## config.mk

```make
export PLATFORM = sky130hd
export DESIGN_NAME = clock_gate_ctrl
export DESIGN_NICKNAME = d
export VERILOG_FILES = /design/src/rtl/clock_gate_ctrl.sv
export SDC_FILE = /design/constraint.sdc
export NUM_CORES = 1
export LEC_CHECK = 0
export ABC_AREA = 1
export CORE_MARGIN = 2
export CORE_UTILIZATION = 50
export DETAILED_ROUTE_END_ITERATION = 10
export GPL_TIMING_DRIVEN = 0
export PLACE_DENSITY = 0.79
export SYNTH_ARGS = -nofsm -noshare
export SYNTH_HDL_FRONTEND = slang
export SYNTH_SLANG_ARGS = --single-unit
export TNS_END_PERCENT = 5
```

## constraint.sdc

```tcl
create_clock -name clkin -period 4.15 [get_ports clkin]
set_clock_uncertainty 0.05 [all_clocks]
set_input_delay 0.6225 -clock clkin [delete_from_list [all_inputs] [get_ports clkin]]
set_output_delay 0.6225 -clock clkin [all_outputs]
set_load 0.005 [all_outputs]
```

## src/rtl/clock_gate_ctrl.sv

```systemverilog
// Idle-detect / wake controller for one clock gater cell, clocked by the free-running clock.
// Gates after a programmable idle run; wakes through a fixed-length WAKE before granting ACK.
module clock_gate_ctrl #(
    parameter int unsigned NUM_REQ     = 4,
    parameter int unsigned IDLE_CNT_W  = 8,
    parameter int unsigned WAKE_CYCLES = 2,
    parameter int unsigned GCNT_W      = 16
) (
    input  logic                  clkin,
    input  logic                  rst,
    input  logic [NUM_REQ-1:0]    req,
    output logic [NUM_REQ-1:0]    ack,
    input  logic [NUM_REQ-1:0]    busy,
    input  logic                  cfg_auto_en,
    input  logic                  cfg_force_on,
    input  logic [IDLE_CNT_W-1:0] cfg_idle_thresh,
    input  logic                  cfg_cnt_clr,
    output logic                  en,
    output logic [1:0]            state,
    output logic [GCNT_W-1:0]     gated_cnt
);

    localparam int unsigned WakeW = (WAKE_CYCLES > 1) ? $clog2(WAKE_CYCLES) : 1;
    localparam logic [WakeW-1:0] WakeLast = WakeW'(WAKE_CYCLES - 1);

    typedef enum logic [1:0] {
        StOn   = 2'b00,
        StIdle = 2'b01,
        StOff  = 2'b10,
        StWake = 2'b11
    } state_e;

    state_e                state_q, state_d;
    logic [IDLE_CNT_W-1:0] idle_cnt_q, idle_cnt_d;
    logic [WakeW-1:0]      wake_cnt_q, wake_cnt_d;
    logic [NUM_REQ-1:0]    ack_q, ack_d;
    logic                  en_q, en_d;
    logic [GCNT_W-1:0]     gated_cnt_q, gated_cnt_d;
    logic                  activity;

    always_comb begin
        state_d    = state_q;
        idle_cnt_d = idle_cnt_q;
        wake_cnt_d = wake_cnt_q;
        ack_d      = '0;
        activity   = (|req) | (|busy) | cfg_force_on | ~cfg_auto_en;

        unique case (state_q)
            StOn: begin
                ack_d      = req;
                idle_cnt_d = '0;
                if (!activity) begin
                    state_d = StIdle;
                end
            end
            StIdle: begin
                // Threshold is compared live so lowering it mid-count gates at once.
                if (activity) begin
                    state_d    = StOn;
                    idle_cnt_d = '0;
                end else if (idle_cnt_q >= cfg_idle_thresh) begin
                    state_d = StOff;
                end else begin
                    idle_cnt_d = idle_cnt_q + 1'b1;
                end
            end
            StOff: begin
                if (activity) begin
                    state_d    = StWake;
                    wake_cnt_d = '0;
                end
            end
            StWake: begin
                // No abort path: wake always completes to ON.
                if (wake_cnt_q == WakeLast) begin
                    state_d    = StOn;
                    wake_cnt_d = '0;
                end else begin
                    wake_cnt_d = wake_cnt_q + 1'b1;
                end
            end
            default: state_d = StOn;
        endcase

        en_d = (state_d != StOff);

        gated_cnt_d = gated_cnt_q;
        if (cfg_cnt_clr) begin
            gated_cnt_d = '0;
        end else if (state_q == StOff && gated_cnt_q != '1) begin
            gated_cnt_d = gated_cnt_q + 1'b1;
        end
    end

    always_ff @(posedge clkin) begin
        if (rst) begin
            state_q     <= StOn;
            idle_cnt_q  <= '0;
            wake_cnt_q  <= '0;
            ack_q       <= '0;
            en_q        <= 1'b1;
            gated_cnt_q <= '0;
        end else begin
            state_q     <= state_d;
            idle_cnt_q  <= idle_cnt_d;
            wake_cnt_q  <= wake_cnt_d;
            ack_q       <= ack_d;
            en_q        <= en_d;
            gated_cnt_q <= gated_cnt_d;
        end
    end

    assign ack       = ack_q;
    assign en        = en_q;
    assign state     = state_q;
    assign gated_cnt = gated_cnt_q;

endmodule

```

# After elaboration in Yosys (flattened, before gate mapping)

Index checks and enable logic that the tools add are counted.

Register bits: 32
Logic and storage cells: 44

$add $sub $neg: 3
Magnitude comparators: 1
Equal/unequal tests: 7
Muxes and demuxes: 12
Bitwise operators: 5
Reductions and logical operators: 10

Operators with widths:

| cell                                                | number |
|---|---|
| adder 16 x 1 -> 16 bit, second input constant       | 1 |
| 2-to-1 mux 8 bit                                    | 2 |
| inequality test 16 bit, second input constant       | 1 |
| case mux 8 bit (2 select lines)                     | 1 |
| 2-to-1 mux 2 bit                                    | 5 |
| adder 8 x 1 -> 8 bit, second input constant         | 1 |
| >= comparator 8 bit                                 | 1 |
| case mux 2 bit (4 select lines)                     | 1 |
| OR reduction 4 bit                                  | 2 |
| equality test 2 bit, second input constant          | 2 |
| inequality test 2 bit, second input constant        | 2 |
| AND reduction 2 bit                                 | 2 |
| nonzero test 2 bit                                  | 2 |
| OR reduction 2 bit                                  | 2 |
| inequality test 3 bit, second input constant        | 1 |
| OR 1 bit                                            | 3 |
| equality test 2 x 1 -> 1 bit, second input constant | 1 |
| zero test 2 bit                                     | 1 |
| 2-to-1 mux 1 bit                                    | 2 |
| NOT 1 bit                                           | 2 |
| case mux 1 bit (2 select lines)                     | 1 |
| adder 1 bit, second input constant                  | 1 |
| logical AND 1 bit                                   | 1 |

# Logic depth before layout (Yosys ltp)

Depth after elaboration: 7
Mapped depth: 14
Gate-level depth less buffers: 13

# Worst setup path after synthesis

No wires, ideal clock.

Path kind: input -> register
From: input port cfg_idle_thresh[3]
To: register idle_cnt_q[1]
Setup time: 115 ps
Arrival time: 1637 ps
Slack: 2348 ps
Stages: 13
Path buffers: 1
Path through: inv_1 > ha_1 > nand2_1 > nand2_1 > nor2_1 > nand2_1 > nand2_1 > nand2_1 > nand2_2 > buf_6 > nand3b_2 > nand2_1 > nor2_1

Cells in the longest elaborated chain, start to end: 3

RTL lines:

| what                            | RTL line | RTL |
|---|---|---|
| start, declared                 | 16       | `input logic [IDLE_CNT_W-1:0] cfg_idle_thresh,` |
| >= comparator 8 bit             | 61       | `end else if (idle_cnt_q >= cfg_idle_thresh) begin` |
| inequality test 3 bit (no line) | n/a      |  |
| AND reduction 2 bit (no line)   | n/a      |  |
| end signal, assigned            | 105      | `idle_cnt_q <= idle_cnt_d;` |
| end, declared                   | 34       | `logic [IDLE_CNT_W-1:0] idle_cnt_q, idle_cnt_d;` |

No other way between the ends.
A chain may end at the register's enable or synchronous reset.

# Worst setup path in the final report

From: input port cfg_idle_thresh[3]
To: register idle_cnt_q[7]

The elaborated chain is that of the path after synthesis.

==> flow_metrics.tcl <==
set metrics [dict create \
    status "complete, no violations" \
    p_per_area_nw_per_um2 230 \
    path_common_cell "nand2_1" \
    holdWs_ns 0.452 \
    cp.required_ns 4.32 \
    max_freq_mhz 472 \
    firstDrtPassIters 4 \
    cts_max_level 2 \
    cts_resized 0 \
    setup_viol 0 \
    worstPathBufferInverterCount 3 \
    routed_wire_length_per_instance_um 11.3 \
    drt_iter0_drc 72 \
    rsz0062_at_grt "false" \
    clkLatencyLatePin_ns 0.28 \
    ys.flop_type "dfxtp_1" \
    clk_path_buf_depth 2 \
    grt_pass1_vias 1812 \
    coreArea_um2 3970 \
    ys_seq_elements 32 \
    nets 376 \
    die_x_um 67.8 \
    maxCapViolCount 0 \
    end_kind "register" \
    routed-via-count 1977 \
    cts_hold_buf 0 \
    syn_nets 327 \
    io_pins 44 \
    path_clk_slew_ns 0.07 \
    fin_ws_ns 2.03 \
    io_buffer_count 42 \
    drc 0 \
    crit_family "buffers and inverters" \
    start_util_pct 51.3 \
    num_rows 23 \
    worstSetupPathType "primary input to register" \
    dp_hpwl_um 3350 \
    synth-seq-area-share_pct 31.4 \
    viasPerCell 4.99 \
    period_minus_slack_ns 2.12 \
    hold_path.class "register to register" \
    post_cts_buffers 0 \
    gp_congestion 0.874 \
    place_ws_ns 1.73 \
    start_kind "primary input" \
    grt_first_pass_wirelength_um 7690 \
    dpl_cell_area_um2 2520 \
    period_share_pct 51.1 \
    fin_cells 396 \
    cts_tree "done" \
    synth.distinct_cells 33 \
    crit_path_max_incr_delay_ns 0.45 \
    tns_ns 0 \
    path_cells "clkdlybuf4s50_1 -> inv_1 -> ha_1 -> nand2_1 -> nand2_1 -> nor2_1 -> nand2_1 -> nand2_1 -> nand2_1 -> nand2_2 -> buf_6 -> nand3_1 -> a21oi_1" \
    syn-instance-count 296 \
    async_flop_share_pct 0 \
    worstMarginPinSlew_ns 0.705 \
    clkSinkCount 32 \
    maxSlewHeadroom_pct 53.0 \
    slowest_stage "clkdlybuf4s50_1" \
    arrival_ns 2.29 \
    critPathMaxFanout 10 \
    wl_um 4470 \
    grt_overflow_total 0 \
    antenna_found_initial 0 \
    p_leak_nw 1.01 \
    place_inst 388 \
    synth_area_um2 2040 \
    fin_area_um2 2620 \
    slew_viol_final 0 \
    grt_max_degree 11 \
    die-area_um2 4600 \
    synth_warnings 0 \
    antenna_cells 0 \
    die_h_um 67.8 \
    antenna_left 0 \
    hold_viol 0 \
    irDropWorstVdd_v 0.000225 \
    synth-edff-count 0 \
    syn_area_per_cell_um2 6.89 \
    grt_usage_pct 21.7 \
    drive_gt1_share_pct 10.4 \
    root_buffer "clkbuf_8" \
    numCtsBuffers 5 \
    syn2layout_area_growth_pct 28.3 \
]
## cells in the final DEF (no fill, tap or decap), drive strengths merged
master	count
buf	5
nand2	84
a21oi	27
inv	32
clkinv	1
clkdlybuf4s50	42
o21bai	2
xnor2	4
or2	1
nor2	42
nand3b	1
o21a	1
xor2	8
clkbuf	8
nand4	3
a21boi	1
ha	10
o21ai	5
dfxtp	32
nand3	29
clkinvlp	1
nor3	7
## tightest hold or removal path, stage by stage, from the launching register on
cell,delay (ns)
dfxtp_1,0.32
nand3_1,0.08
a21oi_1,0.05
## registers in the layout, indices dropped and copies added (netlist names)
name,count
wake_cnt_q,1
gated_cnt,16
idle_cnt_q,8
state,2
en,1
ack,4
## worst paths after layout
kind                           start            end  slack, ns  depth (start not counted)
hold reg to reg           wake_cnt_q     wake_cnt_q       0.45                          2
setup / recovery  cfg_idle_thresh[3]  idle_cnt_q[7]       2.03                         13
setup reg to reg        gated_cnt[0]  gated_cnt[15]       2.37                          9
hold / removal            wake_cnt_q     wake_cnt_q       0.45                          2
## synth_stat cells, types with 4 or more instances
| cell | instances | area share (%) |
|---|---|---|
| a21oi_2 | 8 | 3.4 |
| nand3_1 | 29 | 7.1 |
| xnor2_1 | 4 | 1.7 |
| nor2_1 | 38 | 7.0 |
| nand2_1 | 78 | 14 |
| a21oi_1 | 18 | 4.4 |
| nand2_2 | 5 | 1.5 |
| ha_1 | 10 | 6.1 |
| dfxtp_1 | 32 | 31 |
| xor2_1 | 8 | 3.4 |
| nor3_1 | 5 | 1.2 |
| inv_1 | 31 | 5.7 |
| o21ai_0 | 5 | 1.2 |
## where the power goes
| group | total, W | switching (W) | internal [W] |
|---|---|---|---|
| combinational | 0.0000404 | 0.0000162 | 0.0000242 |
| clock | 0.000251 | 0.000116 | 0.000135 |
| sequential | 0.000309 | 0.000000434 | 0.000309 |
## stage by stage
step                      utilization (%)  total power (W)
after floorplan                         -         0.000332
after global placement               63.5         0.000357
after detailed placement             63.5         0.000357
after CTS                            65.8         0.000608
after global routing                 65.8         0.000624
final                                65.8         0.000601
## cells by family after synthesis
group,count (synthesis),share of synthesized area [%]
fa+ha+maj,10,6.14
buf+inv,39,8.78
flops,32,31.4
compound gates,36,11.4
xor+xnor,12,5.16
simple gates,167,37.1
## cell type report
| type | instances | area, um^2 |
|---|---|---|
| clock buffer | 7 | 86.3 |
| multi-input combinational | 225 | 1220 |
| tap | 50 | 62.6 |
| clock inverter | 1 | 7.51 |
| inverter | 33 | 129 |
| sequential | 32 | 641 |
| timing repair buffer | 42 | 420 |
| fill | 362 | 1360 |
| buffer | 6 | 50.0 |
## metal layers
metal | track usage (%) | wire length [um] | vias up | share of wire, %
li1 | - | - | 1055 | -
met1 | 26.8 | 2080 | 872 | 46
met2 | 38.4 | 2170 | 45 | 49
met3 | 4.11 | 178 | 5 | 4.0
met4 | 6.25 | 42 | 0 | 0.94
met5 | 0 | 0 | - | 0
No activity file was read; power rests on OpenSTA's default activity.
==> variant: new RTL, same flow settings <==
Change the parameter `NUM_REQ` from 4 to 8.
--- a/src/rtl/clock_gate_ctrl.sv
+++ b/src/rtl/clock_gate_ctrl.sv
@@ -3,3 +3,3 @@
 module clock_gate_ctrl #(
-    parameter int unsigned NUM_REQ     = 4,
+    parameter int unsigned NUM_REQ     = 8,
     parameter int unsigned IDLE_CNT_W  = 8,
Interface: changed (resized ack, busy and req); port bits go from 44 to 56. No check against the original RTL was run, so the function may have changed too.
==> variant against the original RTL <==
- count of clock-buffer cells in the layout is 2 lower
- largest power group unchanged
- sequential cell count is 4 higher
- highest routed layer unchanged
- routed wire length is 5.6% higher
- die area increased by 4.0%
- synthesized area increased by 4.3%
- power up 11%
- worst setup slack lost 250 ps
- design area is 7.9% higher
==> variant: results <==
set metrics [dict create \
    yosys-top-cells-count "nand2_1 (76), nor2_1 (61), inv_1 (47), dfxtp_1 (36), nand3_1 (19)" \
    yosys-top-cells-area "dfxtp_1 (34%), nand2_1 (13%), nor2_1 (11%)" \
    status "finished, final reports clean" \
    num_vias 2112 \
    port-buffer-count 54 \
    cp_slowest_cell "clkdlybuf4s50_1" \
    crit_path_max_incr_delay_ps 460 \
    post-place-ws_ps 1460 \
    syn-num-nets 360 \
    grt_pass1_vias 2046 \
    wl_per_cell_um 10.9 \
    finalNetCount 421 \
    antenna_cells 0 \
    synth_cell_types 29 \
    fin_hold_ws_ps 436 \
    hold_class "reg -> reg" \
    grt_max_degree 14 \
    r2r_setup_slack_ps 2140 \
    critPathArrivalTime_ps 2540 \
    drive_gt1_share_pct 7.31 \
    drt_iter0_drc 130 \
    finalWeightedCongestion 0.829 \
    relSlewSlack_pct 62.9 \
    p_leak_nw 1.13 \
    place_hpwl_mm 3.63 \
    grt_util_all_layers_pct 21.3 \
    grt_pass1_wl_mm 8.49 \
    yosysSeqAreaShare_pct 33.9 \
    crit_fanout 5 \
]
## variant: final cells by class
type | instances | area, um2 | share of cell area [%]
timing repair buffer | 54 | 541 | 19.2
buffer | 4 | 31.3 | 1.11
sequential | 36 | 721 | 25.5
multi-input combinational | 232 | 1190 | 42.2
tap | 50 | 62.6 | 2.22
clock buffer | 5 | 68.8 | 2.44
clock inverter | 3 | 23.8 | 0.843
inverter | 49 | 184 | 6.52
## variant: path summary, 6_finish.rpt
kind / from / end / depth (start not counted)
max reg2reg: idle_cnt_q[3] / idle_cnt_q[3] / 10
min: gated_cnt[13] / gated_cnt[13] / 2
max: cfg_idle_thresh[3] / idle_cnt_q[3] / 12
min reg2reg: gated_cnt[13] / gated_cnt[13] / 2
## variant: cells by family (layout without fill, tap and decap cells)
logic type,count (synthesis),in the layout,share of synthesized area [%]
xor gates and xnor gates,12,12,4.94
buffers and inverters,53,115,10.1
DFF,36,36,33.9
and+or+nand+nor,179,179,36.9
adders and majority gates,10,10,5.89
AOI/OAI and AO/OA,31,31,8.24
## variant: power by group
group | leakage (nW) | total, mW | switching, mW | internal [mW]
Sequential | 0.292 | 0.350 | 0.000959 | 0.349
Clock | 0.0404 | 0.256 | 0.138 | 0.119
Combinational | 0.801 | 0.0583 | 0.0225 | 0.0358
## variant: metal layers
metal  track usage (%)  wire length (um)
met1              24.7              2140
met2              37.5              2360
met3              4.94               169
met4              8.50                49
met5                 0                 0
## variant: through the flow
| stage | cells | cell area [um2] |
|---|---|---|
| after floorplan | 321 | 2130 |
| after global placement | 425 | 2730 |
| after detailed placement | 425 | 2730 |
| after CTS | 433 | 2820 |
| after global routing | 433 | 2820 |
| final | 433 | 2820 |
## variant: worst max-delay path, delay by kind of cell
family	cells	cell delay [ps]
simple gates	7	570
compound gates	2	570
buf+inv	2	500
fa+ha+maj	1	290
